<file path="config.mk">
export PLATFORM = sky130hd
export DESIGN_NAME = latch_arbiter_flat
export DESIGN_NICKNAME = d
export VERILOG_FILES = /design/src/rtl/latch_arbiter_pkg.sv /design/src/rtl/latch_arbiter_if.sv /design/src/rtl/latch_arbiter_rr_pick.sv /design/src/rtl/latch_arbiter.sv /design/src/flat_wrapper.sv
export SDC_FILE = /design/constraint.sdc
export NUM_CORES = 1
export LEC_CHECK = 0
export BUFFER_PORTS_ARGS = -buffer_cell sky130_fd_sc_hd__buf_4
export CORE_MARGIN = 5
export CORE_UTILIZATION = 50
export DETAILED_ROUTE_END_ITERATION = 8
export GPL_TIMING_DRIVEN = 0
export PLACE_DENSITY = 0.76
export RECOVER_POWER = 100
export SLEW_MARGIN = 20
export SYNTH_ARGS = -nofsm -noshare
export SYNTH_HDL_FRONTEND = slang
export SYNTH_SLANG_ARGS = --single-unit
</file>
<file path="constraint.sdc">
create_clock -name clk -period 3.44 [get_ports clk]
set_input_delay 0.172 -clock clk [delete_from_list [all_inputs] [get_ports clk]]
set_output_delay 0.172 -clock clk [all_outputs]
set_load 0.005 [all_outputs]
</file>
<file path="src/rtl/latch_arbiter_pkg.sv">
// Shared types and helpers for the latch arbiter: FSM state encoding and
// the wrapping round-robin pointer advance.
package latch_arbiter_pkg;

   typedef enum logic {
      IDLE = 1'b0,
      HOLD = 1'b1
   } state_e;

   function automatic int next_ptr(input int cur, input int n);
      return (cur + 1 >= n) ? 0 : cur + 1;
   endfunction

endpackage

</file>
<file path="src/rtl/latch_arbiter_if.sv">
// Requester/consumer bundle for the latch arbiter; the arbiter side uses
// the slave modport, producers and the consumer use master.
interface latch_arbiter_if #(
   parameter int N_REQ = 4,
   parameter int WIDTH = 16
);
   localparam int IDX_W = (N_REQ > 1) ? $clog2(N_REQ) : 1;

   logic [N_REQ-1:0]       req;
   logic [N_REQ*WIDTH-1:0] req_data;
   logic [N_REQ-1:0]       rel;
   logic [N_REQ-1:0]       gnt;
   logic [WIDTH-1:0]       out;
   logic                   out_valid;
   logic [IDX_W-1:0]       owner;
   logic                   busy;
   logic                   timeout;

   modport master (
      output req, req_data, rel,
      input  gnt, out, out_valid, owner, busy, timeout
   );

   modport slave (
      input  req, req_data, rel,
      output gnt, out, out_valid, owner, busy, timeout
   );

endinterface

</file>
<file path="src/rtl/latch_arbiter_rr_pick.sv">
// Combinational round-robin picker: first set request at or above ptr,
// wrapping at N_REQ. Reusable by any arbiter.
module latch_arbiter_rr_pick #(
   parameter  int N_REQ = 4,
   localparam int IDX_W = (N_REQ > 1) ? $clog2(N_REQ) : 1
) (
   input  logic [N_REQ-1:0] req,
   input  logic [IDX_W-1:0] ptr,
   output logic             any,
   output logic [IDX_W-1:0] idx,
   output logic [N_REQ-1:0] onehot
);

   always_comb begin
      any    = 1'b0;
      idx    = '0;
      onehot = '0;
      for (int k = 0; k < N_REQ; k++) begin
         if (!any && req[(int'(ptr) + k) % N_REQ]) begin
            any = 1'b1;
            idx = IDX_W'((int'(ptr) + k) % N_REQ);
         end
      end
      if (any) onehot = N_REQ'(1) << idx;
   end

endmodule

</file>
<file path="src/rtl/latch_arbiter.sv">
// Round-robin owned hold register with zero-latency bypass: the winner's
// data appears on out in the grant cycle and is held until release/timeout.
module latch_arbiter
   import latch_arbiter_pkg::*;
#(
   parameter int N_REQ       = 4,
   parameter int WIDTH       = 16,
   parameter int HOLD_CYCLES = 8
) (
   input  logic           clk,
   input  logic           rst,
   latch_arbiter_if.slave bus
);

   localparam int IDX_W = (N_REQ > 1) ? $clog2(N_REQ) : 1;
   localparam int CNT_W = (HOLD_CYCLES > 0) ? $clog2(HOLD_CYCLES + 1) : 1;

   state_e           state_q, state_d;
   logic [IDX_W-1:0] rr_ptr_q, rr_ptr_d;
   logic [IDX_W-1:0] owner_q, owner_d;
   logic [WIDTH-1:0] hold_buf_q, hold_buf_d;
   logic [CNT_W-1:0] hold_cnt_q, hold_cnt_d;

   logic             pick_any;
   logic [IDX_W-1:0] pick_idx;
   logic [N_REQ-1:0] pick_onehot;
   logic [WIDTH-1:0] pick_data, own_data;
   logic             own_req, own_rel, expire;

   logic [N_REQ-1:0] gnt_c;
   logic [WIDTH-1:0] out_c;
   logic             valid_c, busy_c, timeout_c;
   logic [IDX_W-1:0] owner_c;

   latch_arbiter_rr_pick #(.N_REQ(N_REQ)) u_pick (
      .req    (bus.req),
      .ptr    (rr_ptr_q),
      .any    (pick_any),
      .idx    (pick_idx),
      .onehot (pick_onehot)
   );

   assign pick_data = bus.req_data[int'(pick_idx) * WIDTH +: WIDTH];
   assign own_data  = bus.req_data[int'(owner_q) * WIDTH +: WIDTH];
   assign own_req   = bus.req[owner_q];
   assign own_rel   = bus.rel[owner_q];
   assign expire    = (HOLD_CYCLES != 0) && (hold_cnt_q == CNT_W'(1));

   always_comb begin
      state_d    = state_q;
      rr_ptr_d   = rr_ptr_q;
      owner_d    = owner_q;
      hold_buf_d = hold_buf_q;
      hold_cnt_d = hold_cnt_q;
      gnt_c      = '0;
      out_c      = hold_buf_q;
      valid_c    = 1'b0;
      owner_c    = owner_q;
      busy_c     = 1'b0;
      timeout_c  = 1'b0;

      case (state_q)
         IDLE: begin
            if (pick_any) begin
               gnt_c      = pick_onehot;
               out_c      = pick_data;
               valid_c    = 1'b1;
               owner_c    = pick_idx;
               state_d    = HOLD;
               hold_buf_d = pick_data;
               owner_d    = pick_idx;
               hold_cnt_d = CNT_W'(HOLD_CYCLES);
            end
         end
         HOLD: begin
            gnt_c   = N_REQ'(1) << owner_q;
            out_c   = own_req ? own_data : hold_buf_q;
            valid_c = 1'b1;
            busy_c  = 1'b1;
            if (HOLD_CYCLES != 0) hold_cnt_d = hold_cnt_q - CNT_W'(1);
            // Release wins over a same-cycle owner update: bypass only, no capture.
            if (own_rel || expire) begin
               state_d   = IDLE;
               rr_ptr_d  = IDX_W'(next_ptr(int'(owner_q), N_REQ));
               timeout_c = expire && !own_rel;
            end else if (own_req) begin
               hold_buf_d = own_data;
            end
         end
         default: state_d = IDLE;
      endcase

      if (rst) begin
         gnt_c     = '0;
         out_c     = '0;
         valid_c   = 1'b0;
         owner_c   = '0;
         busy_c    = 1'b0;
         timeout_c = 1'b0;
      end
   end

   always_ff @(posedge clk) begin
      if (rst) begin
         state_q    <= IDLE;
         rr_ptr_q   <= '0;
         owner_q    <= '0;
         hold_buf_q <= '0;
         hold_cnt_q <= '0;
      end else begin
         state_q    <= state_d;
         rr_ptr_q   <= rr_ptr_d;
         owner_q    <= owner_d;
         hold_buf_q <= hold_buf_d;
         hold_cnt_q <= hold_cnt_d;
      end
   end

   assign bus.gnt       = gnt_c;
   assign bus.out       = out_c;
   assign bus.out_valid = valid_c;
   assign bus.owner     = owner_c;
   assign bus.busy      = busy_c;
   assign bus.timeout   = timeout_c;

endmodule

</file>
<file path="src/flat_wrapper.sv">
// flat-port wrapper written by rule: the top's interface ports become plain ports
module latch_arbiter_flat import latch_arbiter_pkg::*;
#(
   parameter int N_REQ       = 4,
   parameter int WIDTH       = 16,
   parameter int HOLD_CYCLES = 8
)
  (clk, rst, bus_req, bus_req_data, bus_rel, bus_gnt, bus_out, bus_out_valid, bus_owner, bus_busy, bus_timeout);
  latch_arbiter_if #(.N_REQ(N_REQ), .WIDTH(WIDTH)) bus_i ();
  input  logic clk;
  input  logic rst;
  input wire logic [$bits(bus_i.req)-1:0] bus_req;
  input wire logic [$bits(bus_i.req_data)-1:0] bus_req_data;
  input wire logic [$bits(bus_i.rel)-1:0] bus_rel;
  output wire logic [$bits(bus_i.gnt)-1:0] bus_gnt;
  output wire logic [$bits(bus_i.out)-1:0] bus_out;
  output wire logic [$bits(bus_i.out_valid)-1:0] bus_out_valid;
  output wire logic [$bits(bus_i.owner)-1:0] bus_owner;
  output wire logic [$bits(bus_i.busy)-1:0] bus_busy;
  output wire logic [$bits(bus_i.timeout)-1:0] bus_timeout;
  assign bus_i.req = bus_req;
  assign bus_i.req_data = bus_req_data;
  assign bus_i.rel = bus_rel;
  assign bus_gnt = bus_i.gnt;
  assign bus_out = bus_i.out;
  assign bus_out_valid = bus_i.out_valid;
  assign bus_owner = bus_i.owner;
  assign bus_busy = bus_i.busy;
  assign bus_timeout = bus_i.timeout;
  latch_arbiter #(.N_REQ(N_REQ), .WIDTH(WIDTH), .HOLD_CYCLES(HOLD_CYCLES)) u_core (.clk(clk), .rst(rst), .bus(bus_i));
endmodule
</file>
==> summary.md, run 1 <==
| Metric | Value |
|---|---|
| Dpl cells | 518 |
| Area Overhead vs Synth | 26.6% |
| Antenna diode count | 0 |
| Syn Nets | 429 |
| Longest Clk Path Bufs | 2 |
| Worst hold endpoint | u_core.hold_buf_q[3]$_SDFFE_PP0N_ |
| FILL cells | 531 |
| H-tree levels | 1 |
| Tcrit/Tclk final | 0.887 |
| Distinct cells, synth | 50 |
| Max-slew violation count | 0 |
| Reg-to-Reg Start | u_core.owner_q[0]$_DFF_P_ |
| Crit Path Max Fanout | 10 |
| Core Box Area | 0.00596 sq mm |
| Count leader, synth | nor2_1 |
| Full die area | 0.00783 sq mm |
| Final wirelength | 10700 um |
| Global-route wire length before repair | 17300 um |
| Residual DRC count | 0 |
| Worst clock skew | 8.27 ps |
| Arr. time, crit path | 2880 ps |
| Crit start category | register |
| Smallest setup slack after layout | 390 ps |
| Relative slew slack | 0.199 |
| Worst-Margin Slew | 1190 ps |
| Root buffer cell | clkbuf_8 |
| Seq/Total Area, Yosys | 0.163 |
| R2r endpoint | u_core.hold_buf_q[10]$_SDFFE_PP0N_ |
| Most common library cells after synthesis | 41 x nor2_1, 33 x a211oi_1, 25 x dfxtp_1 |
| Num CTS Buffers | 3 |
| GRT overflow | 0 |
| Site Rows | 28 |
| Pre-antenna DRT Iters | 4 |
| DP Area | 0.00388 sq mm |
| Hold path startpoint | bus_req_data[35] |
| Placer Congestion | 0.875 |
| Final TNS setup | 0 ps |
| Top FF cell, synth | dfxtp_1 |
| Synth Warn # | 0 |
| Final Hold Fails | 0 |
| Number of antenna violations at the first check in global routing | 0 |
| Leak | 1.55 nW |
| Finished Core Util | 0.654 |
| Leading area contributor after synthesis | dfxtp_1 |
| # Max-Cap Violations | 0 |
| Post-cts hold buffer count | 0 |
| Clk sinks | 25 |
| WL/cell | 20.5 um |
| Clk slew on worst S/H paths | 100 ps |
| Top area cells in the synthesized netlist | dfxtp_1 16%, mux4_2 9.5%, a211oi_1 8.0% |
| Synth Register Bits | 25 |
| Largest net degree at the start of global routing | 15 |
| Num ports | 99 |
| PD cells | 306 mW/mm^2 |
| Syn Area/Cell | 8.84 sq um |
| Worst hold-check path type | in -> reg |
| TritonCTS clock tree | done |
| GR Util All Layers | 0.280 |
| Post-CTS sizing | 0 |
| Synth async-reset ratio | 0 |
| Achievable Freq | 328 MHz |
| EDFF count, synth | 0 |
| Mapped Cells | 348 |
| Starting DRC count in detailed routing | 308 |
| Total number of vias | 3373 |
| Number of global-route vias before repair | 3602 |
| Port buffer count | 95 |
| Area share of the largest cell type after synthesis | 0.163 |
| Chip height | 88.5 um |
| Vias per cell | 6.46 |
| Unrepaired setup endpoints after global routing | no |
| Dpl ws | 952 ps |
| CP endpoint kind | output pin |
| Worst setup path category | reg -> out |
| Reg2Reg Depth | 4 |
| Final setup vio count | 0 |
| Critical Path RT | 3270 ps |
| Post-CTS Setup Bufs | 0 |
| Cell area after layout | 0.00390 sq mm |
| Die width | 88.5 um |
| Final Non-Filler Cells | 522 |
| Initial Util | 0.517 |
| Worst hold path cell count | 4 |
| Peak supply drop | 176 uV |
| Post-DRT Antenna Nets | 0 |
| Share of cells above drive strength 1 | 0.362 |
| Post-synthesis cell area | 0.00308 sq mm |
| Net count, final | 529 |
| R2R setup slack | 430 ps |
| Worst skew pair latency | 280 ps |
| Min cycle time layout | 3050 ps |
| Detailed placement HPWL | 7990 um |
| Status | finished, final reports clean |
## through the flow
step	total power, mW	hold slack, ps
6_report	1.19	384
3_3_place_gp	0.998	475
3_5_place_dp	1.01	477
5_1_grt	1.26	422
4_1_cts	1.19	389
2_1_floorplan	0.782	382
## final cells by class
class	count	area, sq um	share of cell area
Clock buffer	3	41.3	0.0106
Multi-Input combinational cell	277	2290	0.587
Timing Repair Buffer	95	713	0.183
Buffer	39	231	0.0594
Inverter	7	26.3	0.00674
Clock inverter	1	5.00	0.00128
Sequential cell	25	500	0.128
Tap cell	75	93.8	0.0241
## power by group
part,switching (mW),total [mW],internal [mW]
Sequential,0.0294,0.360,0.331
Clock,0.106,0.187,0.0814
Combinational,0.325,0.643,0.318
## logic make-up (layout without fill, tap and decap cells)
family | count (synthesis) | count (layout) | synth area share
multiplexers | 36 | 36 | 0.210
AND/OR/NAND/NOR | 110 | 110 | 0.189
adder cells (fa/ha/maj) | 7 | 7 | 0.0285
flip-flops | 25 | 25 | 0.163
buffers and inverters | 46 | 145 | 0.0854
AO/OA/AOI/OAI | 124 | 124 | 0.325
## worst max path at each step
| stage | start | cells after the start | to |
|---|---|---|---|
| finish | u_core.rr_ptr_q[1]$_SDFFE_PP0P_ | 8 | bus_out[7] |
| global route | u_core.rr_ptr_q[1]$_SDFFE_PP0P_ | 8 | bus_out[8] |
| CTS | u_core.owner_q[1]$_DFF_P_ | 7 | bus_out[7] |
| detailed placement | u_core.owner_q[1]$_DFF_P_ | 7 | bus_out[7] |
| global placement | u_core.owner_q[1]$_DFF_P_ | 7 | bus_out[7] |
| floorplan | u_core.owner_q[0]$_DFF_P_ | 6 | bus_out[10] |
## state kept, by name (all words and copies together) (netlist names)
| signal | cells |
|---|---|
| u_core.hold_buf_q | 16 |
| u_core.state_q | 1 |
| u_core.rr_ptr_q | 2 |
| u_core.hold_cnt_q | 4 |
| u_core.owner_q | 2 |
## critical path, cell delays in order, from the launching register on
cell and delay (ps):
dfxtp_1 400, buf_2 240, nand2_1 80, nor3_1 640, clkbuf_1 540, o21bai_1 150, a31oi_1 300, nor2_1 80
buf_4 160
## placed cells by master (no fill, tap or decap), drive strengths merged, types with 7 or more instances in the layout
cell type  netlist  final
mux4            17     17
o21a            18     18
o21bai          17     17
nor3            21     21
a211oi          33     33
nand2           11     11
a31oi           17     17
nand3b          17     17
a2111oi         16     16
nor2b            7      7
nor2            41     41
buf             23     95
clkbuf          16     42
dfxtp           25     25
mux2            16     16
ha               7      7
a21oi           10     10
## per-layer routing
layer  part of all wire  GRT usage  wire, um  vias up
met5                  0          0         0        -
met4              0.018      0.109       194        0
met3              0.087     0.0372       930       23
met2               0.48      0.462      5120      190
met1               0.42      0.373      4480     1616
li1                   -          -         -     1544
No activity file was read; power rests on OpenSTA's default activity.
==> run 2: changes to the inputs <==
CORE_MARGIN = 3   (was 5)
SETUP_SLACK_MARGIN = 0.5   (was not set)
clock period = 3.4 ns   (was 3.44 ns; I/O delays follow)
==> run 2 against run 1 <==
Hold slack improved by 7.6 ps. Non-clock buffer count did not move. Register-to-register slack got worse by 50 ps. Cell count fell by 0.57%. Sequential power rose by 1%. Design area rose by 0.32%. Largest power group unchanged. Largest cell class unchanged. Global-route usage rose by 0.94 points. Core utilization rose by 2.6 points. Die area fell by 8.8%. Wire length fell by 2.8%. Clock-buffer cell count rose by 1.
==> summary.md, run 2 (synthesis results as in run 1) <==
| Metric | Value |
|---|---|
| Status | finished, final reports clean |
| Leak | 1.56 nW |
| Most common cell after layout, fill and taps aside | buf_4 |
| Final setup vio count | 0 |
| Post-DRT Antenna Nets | 0 |
| GR Util All Layers | 0.290 |
| Longest Clk Path Bufs | 2 |
| Unrepaired setup endpoints after global routing | no |
| Critical Path RT | 3590 ps |
| Worst hold-check path type | in -> reg |
| Worst setup path category | reg -> reg |
| Most flops, register | u_core.hold_buf_q |
| Smallest setup slack after layout | 381 ps |
| Num ports | 99 |
| Post-cts hold buffer count | 0 |
| Vias per cell | 6.45 |
| Final wirelength | 10400 um |
| Site Rows | 27 |
| Post-CTS Setup Bufs | 0 |
| # Max-Cap Violations | 0 |
| Net count, final | 529 |
| WL/cell | 20.1 um |
| Largest net degree at the start of global routing | 14 |
| Antenna diode count | 0 |
| Achievable Freq | 331 MHz |
| Tcrit/Tclk final | 0.888 |
| Global-route wire length before repair | 17000 um |
| Chip height | 84.5 um |
| Worst clock skew | 4.32 ps |
| Arr. time, crit path | 3210 ps |
| Crit Path Max Fanout | 10 |
| CP endpoint kind | register |
| Worst hold path cell count | 4 |
| Residual DRC count | 0 |
| GRT overflow | 0 |
| Met2 GRT Util | 0.491 |
| Largest registers | u_core.hold_buf_q (16), u_core.hold_cnt_q (4) |
| Initial Util | 0.536 |
| Clk sinks | 25 |
| Root buffer cell | clkbuf_8 |
| Pre-antenna DRT Iters | 5 |
| Area Overhead vs Synth | 27.0% |
| Number of global-route vias before repair | 3439 |
| FILL cells | 502 |
| Final TNS setup | 0 ps |
| Starting DRC count in detailed routing | 247 |
| Final Hold Fails | 0 |
| Full die area | 0.00713 sq mm |
| Peak supply drop | 188 uV |
| Core Box Area | 0.00574 sq mm |
| Placer Congestion | 0.917 |
| Max-slew violation count | 0 |
| Detailed placement HPWL | 7740 um |
| GR peak layer | met2 |
| Max FFs per register | 16 |
| Reg2Reg Depth | 5 |
| Num CTS Buffers | 3 |
| Clk slew on worst S/H paths | 100 ps |
| TritonCTS clock tree | done |
| Crit start category | register |
| GR Util met3 | 0.0334 |
| Min cycle time layout | 3020 ps |
| Number of antenna violations at the first check in global routing | 0 |
| H-tree levels | 1 |
| Total number of vias | 3346 |
| Relative slew slack | 0.230 |
| PD cells | 308 mW/mm^2 |
| Port buffer count | 95 |
| Worst skew pair latency | 280 ps |
| Share of cells above drive strength 1 | 0.371 |
| Dpl ws | 845 ps |
| M1 GR Usage | 0.387 |
| Most frequent cells in the layout | 76 x buf_4, 41 x nor2_1, 33 x a211oi_1 |
| Worst-Margin Slew | 1140 ps |
| Die width | 84.5 um |
[run 2: cell count changes in the layout (fill, tap and decap cells not counted), moves of 2 or more]
cell      change
clkbuf_1      -2
a31oi_2       +2
a31oi_1       -2
clkbuf_4      +2
clkbuf_2      +2
buf_4         -2
[run 2: worst max-delay path, cell delays in order (launching register included)]
cell      delay, ps
dfxtp_1         580
mux4_2          590
o21ai_0         910
clkbuf_1        530
nor2_1           90
a211oi_1        230
[run 2: worst paths after layout]
| kind | from | slack [ps] | to |
|---|---|---|---|
| hold / removal | bus_req_data[44] | 390 | u_core.hold_buf_q[12]$_SDFFE_PP0N_ |
| setup reg to reg | u_core.owner_q[0]$_DFF_P_ | 380 | u_core.hold_buf_q[1]$_SDFFE_PP0N_ |
| hold reg to reg | u_core.hold_cnt_q[3]$_SDFFE_PP0N_ | 490 | u_core.hold_cnt_q[3]$_SDFFE_PP0N_ |
| setup / recovery | u_core.owner_q[0]$_DFF_P_ | 380 | u_core.hold_buf_q[1]$_SDFFE_PP0N_ |
[run 2: cell type report]
class	instances	area [sq um]	share of cell area
multi-input cells	277	2300	0.588
plain buffers	39	235	0.0602
clock buffers	4	45.0	0.0115
well taps	72	90.1	0.0230
inverters	7	26.3	0.00672
flip-flops and latches	25	500	0.128
repair buffers	95	713	0.182
[run 2: repair_timing]
| action | in CTS | in global routing |
|---|---|---|
| endpoints found under the hold margin | 0 | 0 |
| resized for setup | 0 | 3 |
| endpoints found under the setup margin | 0 | 9 |
[run 2: stage by stage]
step           total power, mW  cells   util  area, sq um  hold WS (ps)
4_1_cts                   1.20    519  0.684         3930           398
5_1_grt                   1.27    519  0.681         3910           426
2_1_floorplan            0.791    348      -         3080           378
3_3_place_gp              1.01    515  0.676         3880           458
3_5_place_dp              1.02    515  0.676         3880           474
6_report                  1.20    519  0.681         3910           392
[run 2: metal layers]
layer  up-vias  wire length [um]
li1       1550                 -
met1      1596              4400
met2       182              5020
met3        18               862
met4         0               144
met5         -                 0
[run 2: power by group]
part / leakage, nW / switching [mW] / internal (mW)
sequential: 0.207 / 0.0290 / 0.335
combinational: 1.33 / 0.327 / 0.323
clock: 0.0228 / 0.105 / 0.0841
total: 1.56 / 0.461 / 0.743
